[src/rtl/rr_stream_pkg.sv]
// Shared definitions for the round-robin stream multiplexer and its arbiter.
package rr_stream_pkg;

    // Channel count used when a block is instantiated without overrides.
    localparam int N_CH_DEFAULT = 4;

    // Index width for n items, never narrower than one bit.
    function automatic int clog2_min1(input int n);
        return (n <= 2) ? 1 : $clog2(n);
    endfunction

endpackage : rr_stream_pkg

[src/rtl/rr_arbiter.sv]
// Rotate-priority encoder: picks the first requester after ptr, or ptr itself
// while a packet lock is held. Purely combinational.
module rr_arbiter
    import rr_stream_pkg::*;
#(
    parameter int N     = N_CH_DEFAULT,
    parameter int PTR_W = clog2_min1(N)
) (
    input  logic [N-1:0]     req,
    input  logic [PTR_W-1:0] ptr,
    input  logic             lock,
    output logic [PTR_W-1:0] grant,
    output logic             grant_valid
);

    // Adds step to base modulo N, so non-power-of-two counts wrap to 0.
    function automatic logic [PTR_W-1:0] wrap_add(input logic [PTR_W-1:0] base, input int step);
        int sum;
        sum = int'(base) + step;
        if (sum >= N) sum = sum - N;
        return PTR_W'(sum);
    endfunction

    // Scan from the farthest candidate back to the nearest so the nearest requester wins.
    always_comb begin
        // NOTE: every output gets a default before any branch, otherwise a path that
        // skips the assignment infers a latch.
        grant       = wrap_add(ptr, 1);
        grant_valid = 1'b0;
        if (lock) begin
            grant       = ptr;
            grant_valid = req[ptr];
        end else begin
            for (int i = N; i >= 1; i--) begin
                if (req[wrap_add(ptr, i)]) begin
                    grant       = wrap_add(ptr, i);
                    grant_valid = 1'b1;
                end
            end
        end
    end

endmodule : rr_arbiter

[src/rtl/rr_stream_mux.sv]
// N-channel valid/ready stream multiplexer with round-robin arbitration,
// optional packet-hold, and a single registered output stage.
module rr_stream_mux
    import rr_stream_pkg::*;
#(
    parameter int N_CH     = N_CH_DEFAULT,
    parameter int WIDTH    = 8,
    parameter bit PKT_MODE = 1'b0,
    parameter int CH_W     = clog2_min1(N_CH)
) (
    input  logic                  clk,
    input  logic                  rst_n,
    input  logic [N_CH-1:0]       in_valid,
    input  logic [N_CH*WIDTH-1:0] in_data,
    input  logic [N_CH-1:0]       in_last,
    output logic [N_CH-1:0]       in_ready,
    output logic                  out_valid,
    output logic [WIDTH-1:0]      out_data,
    output logic                  out_last,
    output logic [CH_W-1:0]       out_ch,
    input  logic                  out_ready
);

    logic [CH_W-1:0]  r_ptr;
    logic             r_lock;
    logic             r_out_valid;
    logic [WIDTH-1:0] r_out_data;
    logic             r_out_last;
    logic [CH_W-1:0]  r_out_ch;

    logic [CH_W-1:0]  w_sel;
    logic             w_sel_valid;
    logic             w_load_en;
    logic             w_accept;
    logic [WIDTH-1:0] w_sel_data;
    logic             w_sel_last;

    rr_arbiter #(
        .N     (N_CH),
        .PTR_W (CH_W)
    ) u_arbiter (
        .req         (in_valid),
        .ptr         (r_ptr),
        .lock        (r_lock),
        .grant       (w_sel),
        .grant_valid (w_sel_valid)
    );

    assign w_load_en = !r_out_valid || out_ready;
    assign w_accept  = w_load_en && w_sel_valid;

    // Only the granted slice is read, so unselected data never reaches the register.
    assign w_sel_data = in_data[int'(w_sel)*WIDTH +: WIDTH];
    assign w_sel_last = in_last[w_sel];

    // One-hot ready on the selected channel whenever the output stage can take a beat.
    always_comb begin
        in_ready        = '0;
        in_ready[w_sel] = w_load_en;
    end

    // Output register, grant pointer and packet lock.
    always_ff @(posedge clk or negedge rst_n) begin
        if (!rst_n) begin
            r_ptr       <= CH_W'(N_CH - 1);
            r_lock      <= 1'b0;
            r_out_valid <= 1'b0;
            r_out_data  <= '0;
            r_out_last  <= 1'b0;
            r_out_ch    <= '0;
        end else if (w_accept) begin
            // NOTE: sequential state uses non-blocking assignment so every register
            // samples pre-edge values, independent of statement order.
            r_out_valid <= 1'b1;
            r_out_data  <= w_sel_data;
            r_out_last  <= PKT_MODE && w_sel_last;
            r_out_ch    <= w_sel;
            r_ptr       <= w_sel;
            r_lock      <= PKT_MODE && !w_sel_last;
        end else if (out_ready) begin
            r_out_valid <= 1'b0;
        end
    end

    assign out_valid = r_out_valid;
    assign out_data  = r_out_data;
    assign out_last  = r_out_last;
    assign out_ch    = r_out_ch;

endmodule : rr_stream_mux

[config.mk]
export PLATFORM = sky130hd
export DESIGN_NAME = rr_stream_mux
export DESIGN_NICKNAME = d
export VERILOG_FILES = /design/src/rtl/rr_stream_pkg.sv /design/src/rtl/rr_arbiter.sv /design/src/rtl/rr_stream_mux.sv
export SDC_FILE = /design/constraint.sdc
export NUM_CORES = 1
export LEC_CHECK = 0
export ABC_AREA = 1
export BUFFER_PORTS_ARGS = -buffer_cell sky130_fd_sc_hd__clkbuf_2
export CAP_MARGIN = 20
export CORE_ASPECT_RATIO = 1.4
export CORE_UTILIZATION = 48
export DETAILED_ROUTE_END_ITERATION = 12
export GPL_TIMING_DRIVEN = 0
export PLACE_DENSITY = 0.82
export SYNTH_ARGS = -nofsm -noshare
export SYNTH_HDL_FRONTEND = slang
export SYNTH_SLANG_ARGS = --single-unit
[constraint.sdc]
create_clock -name clk -period 3.15 [get_ports clk]
set_input_delay 0.1575 -clock clk [delete_from_list [all_inputs] [get_ports clk]]
set_output_delay 0.1575 -clock clk [all_outputs]
set_load 0.01 [all_outputs]
# Word-level counts from Yosys, hierarchy flattened
# Cells that the tools add are included.
word_totals:
  word_cells: 53
  register_bits: 13
op_classes:
  n_reduce_logical: 5
  n_lt_le_gt_ge: 10
  n_mux: 24
  n_bitwise: 1
  shifts: 1
  addsub: 8
ops:
  columns: ["operator", "count"]
  rows:
  - ["32-bit by 6-bit indexed part select with 8-bit output", 1]
  - ["2-bit 2-to-1 mux", 8]
  - ["2-bit by 3-bit less-than comparator with 1-bit output (second input constant)", 5]
  - ["1-bit 2-to-1 mux", 11]
  - ["3-bit greater-or-equal comparator (second input constant)", 3]
  - ["1-bit binary-select mux with 2-bit select", 4]
  - ["2-bit by 1-bit subtractor with 2-bit output (second input constant)", 4]
  - ["2-bit by 2-bit adder with 3-bit output (second input constant)", 2]
  - ["2-bit by 3-bit adder with 4-bit output (second input constant)", 1]
  - ["4-bit AND", 1]
  - ["4-bit by 3-bit greater-or-equal comparator with 1-bit output (second input constant)", 1]
  - ["2-bit by 1-bit adder with 3-bit output (second input constant)", 1]
  - ["1-bit demux with 2-bit select", 1]
  - ["2-bit by 1-bit greater-or-equal comparator with 1-bit output (second input constant)", 1]
  - ["1-bit logical AND", 2]
  - ["2-bit nonzero test", 1]
  - ["1-bit zero test", 1]
  - ["1-bit logical OR", 1]

# Logic depth before layout (Yosys ltp)
depth:
  ltp_word: 14
  mapped_depth: 18
  mapped_depth_nobuf: 16

# Hierarchy
# A second synthesis with hierarchy kept.
unflattened:
  cells_unflattened: 191
  hier_area_um2: 1116.1
modules_own_cells:
  columns: ["mod", "cells_each", "area_each_um2", "seq_area_each_um2", "instances"]
  rows:
  - ["rr_stream_mux", 139, 883.3, 327.8, 1]
  - ["rr_arbiter", 52, 232.7, 0.0, 1]

# Worst setup path after synthesis
# No wires, ideal clock.
synth_path:
  path_type: "reg-to-output"
  from: "register r_ptr[0]"
  to: "output port in_ready[2]"
  stages_incl_launch_ff: 13
  required_time_ps: 2992
  t_arrival_ps: 1718
  path_slack_ps: 1275
  path_cell_list: "dfstp_2 > buf_6 > inv_6 > nand2_2 > nand2_2 > nand2_1 > nand3_2 > nand2_2 > nand2_2 > nand2_4 > nand2_2 > buf_6 > nor3_1"
synth_via:
  elab_chain_cells: 14
  word_cells_on_any_way: 34
  classes_between: "add/sub: 8; order compare: 6; mux: 18; bitwise: 1; reduce/logical: 1"
synth_rtl:
  columns: ["item", "line_no", "source"]
  rows:
  - ["start: declaration", "rr_stream_mux.sv:24", "logic [CH_W-1:0] r_ptr;"]
  - ["start signal: assignment", "rr_stream_mux.sv:65", "r_ptr <= CH_W'(N_CH - 1);"]
  - ["start signal: assignment", "rr_stream_mux.sv:78", "r_ptr <= w_sel;"]
  - ["2-bit by 3-bit adder with 4-bit output", "rr_arbiter.sv:19", "sum = int'(base) + step;"]
  - ["4-bit by 3-bit greater-or-equal comparator with 1-bit output or 2-bit by 1-bit subtractor with 2-bit output (tied branches)", "rr_arbiter.sv:20", "if (sum >= N) sum = sum - N;"]
  - ["2-bit 2-to-1 mux", "rr_arbiter.sv:20", null]
  - ["1-bit binary-select mux with 2-bit select", "rr_arbiter.sv:35", "if (req[wrap_add(ptr, i)]) begin"]
  - ["1-bit 2-to-1 mux (not written as such)", "rr_arbiter.sv:35", null]
  - ["2-bit 2-to-1 mux (3 in a row)", "rr_arbiter.sv:35", null]
  - ["2-bit 2-to-1 mux *", "rr_arbiter.sv:35", null]
  - ["2-bit by 3-bit less-than comparator with 1-bit output (not written as such) or 2-bit by 1-bit greater-or-equal comparator with 1-bit output (tied branches)", "rr_stream_mux.sv:59", "in_ready[w_sel] = w_load_en;"]
  - ["1-bit logical AND (not written as such)", "rr_stream_mux.sv:59", null]
  - ["1-bit 2-to-1 mux (not written as such)", "rr_stream_mux.sv:59", null]
  - ["1-bit demux with 2-bit select *", "rr_stream_mux.sv:59", null]
  - ["4-bit AND (no line) *", null, null]
  - ["end: declaration", "rr_stream_mux.sv:16", "output logic [N_CH-1:0] in_ready,"]
# Every way passes the cells marked *; elsewhere a longest branch is shown, timed or not. The select of a mux whose other input is x is not followed.

# Worst setup path in the final report
layout_path:
  from: "register r_ptr[0]"
  to: "output port in_ready[0]"
# The elaborated chain is that of the path after synthesis.

==> reports/qor.txt <==
Status: completed
WL final: 2680 um
Core box area: 2200 um^2
Initial antenna violation count: 0
CTS tree: built
Setup Skew: 0.436 ps
Crit. End Element: output port
WP data required: 2990 ps
Hold Buf Count CTS: 1
Hold Vio Cnt, Final: 0
Crit-path max FO: 10
IO buf count: 53
Fin crit period: 2350 ps
Setup TNS: 0 ps
Die height: 59.5 um
VDD IR max: 620 uV
Top-Level Pins: 59
CTS Buf Count: 3
CTS root buffer: clkbuf_4
Layout net count: 294
Max Clk Rate: 425 MHz
Final Setup Violations: 0
Synth warnings: 0
Gpl congestion: 0.943
Worst EP arrival: 2190 ps
Max-slew violations: 0
Critical path type: reg2out
CTS H-tree lvls: 1
Die area: 2560 um^2
Total gr overflow: 0
Routed Antenna Nets: 0
CTS resizes: 0
Drt drc: 0
Leakage: 0.000968 uW
Vias per inst: 4.98
# diodes: 0
Syn_nets: 235
Drt pass-1 iters: 4
Tightest Hold Check Type: in2reg
Register area share after synthesis: 28.9%
Post-DP HPWL: 2170 um
Layout fillers: 248
Worst-Skew Late Latency: 270 ps
Area delta synth->final: 29.0%
Die Wd: 43.1 um
Row Count: 20
Clk slew on worst S/H paths: 70 ps
Via count of the first global-routing pass: 1220
Cells after Synth: 192
Synthesized cell area: 1130 um^2
Global-route wire length before repair: 4610 um
Iteration-0 DRC Markers: 18
Library cells used by synthesis: 20
Vias post-DR: 1354
Crit path launch type: register
PD cells: 1340 nW/um^2
Bufs on Longest Clock Path: 2
Mapped Avg Cell Area: 5.90 um^2
Largest net degree at the start of global routing: 14
Commonest non-fill, non-tap cell in the layout: nand2_1
Layout cells sized above 1: 32.4%
Maxcap violations: 0
RSZ-0062 raised after global routing: no
Total track usage: 23.4%
Clock sinks: 13
Yosys reg bits: 13
Post-CTS Setup Bufs: 0
Tcrit/Tclk final: 74.6%
DR WL/cell: 9.83 um
Initial Util: 51.5%
Fin util: 66.4%
Most frequent cells in the layout: nand2_1 (87), clkbuf_2 (53), nand3_1 (31)
-- layout make-up --
class	instances	area, um^2	share of cell area, %
Clock buffer	4	26.3	1.80
Buffer	9	68.8	4.70
Timing Repair Buffer	54	275	18.8
Tap cell	22	27.5	1.88
Sequential cell	13	328	22.4
Multi-Input combinational cell	140	619	42.3
Inverter	30	118	8.04
-- cells in the mapped netlist --
master   number  area share (%)
nand2_1      87              29
nand3_1      31              14
inv_1        26             8.6
dfrtp_1      11              24
nand2_2       7             3.9
buf_2         4             1.8
nor2_1        4             1.3
buf_6         3             3.0
inv_2         3            0.99
buf_4         2             1.3
dfstp_2       2             4.6
nor3_1        2            0.88
o21ai_0       2            0.88
o21ai_1       2            0.88
conb_1        1            0.33
inv_6         1            0.77
nand2_4       1            0.99
nand3_2       1            0.88
nand3_4       1             1.5
nand4_1       1            0.55
-- sequential cells by signal (all words and copies together), names as in the netlist --
register,count
r_ptr,2
out_ch,2
out_valid,1
out_data,8
-- worst max-delay path, cell delays in order, from the launching register on --
cell	delay, ps
dfstp_2	530
buf_6	140
nand2_1	70
nand2_2	100
inv_2	50
nand2_1	90
nand2_2	70
inv_2	100
nand3_1	90
nand2_1	110
buf_2	240
nand2_1	100
nor2_1	90
clkbuf_2	130
-- routing by layer --
layer | track usage (%) | wire [um]
met1 | 24.0 | 969
met5 | 0 | 0
met2 | 46.5 | 1550
met4 | 6.93 | 38
met3 | 4.88 | 121
-- through the flow --
step	power, uW	instance area [um^2]	hold WS (ps)	setup WS [ps]	cells
after floorplan	1490	1130	-138	1270	192
after global routing	2200	1460	257	658	272
after detailed placement	1880	1430	56.7	1100	267
final	1960	1460	213	799	272
after CTS	1980	1460	229	796	272
after global placement	1860	1430	57.8	1140	267
-- report_power, final --
part | internal [uW] | switching, uW
clock network | 49.2 | 49.7
registers | 271 | 45.4
logic | 567 | 978
total | 887 | 1070
-- cells by family after synthesis --
| family | count (synthesis) | share of synthesized area [%] |
|---|---|---|
| simple gates | 135 | 52.5 |
| other cells | 1 | 0.331 |
| compound gates | 4 | 1.77 |
| buf+inv | 39 | 16.4 |
| flops | 13 | 28.9 |
-- path summary, 6_finish.rpt --
kind | cells after the start | end | from | slack [ps]
max in group asynchronous | 2 | r_ptr[1] | rst_n | 2570
min in group asynchronous | 2 | out_ch[1] | rst_n | 300
max reg2reg | 17 | out_data[2] | r_ptr[0] | 1160
min reg2reg | 2 | out_data[2] | out_data[2] | 480
min | 4 | out_valid | out_ready | 210
max | 13 | in_ready[0] | r_ptr[0] | 800
No activity file was read; power rests on OpenSTA's default activity.
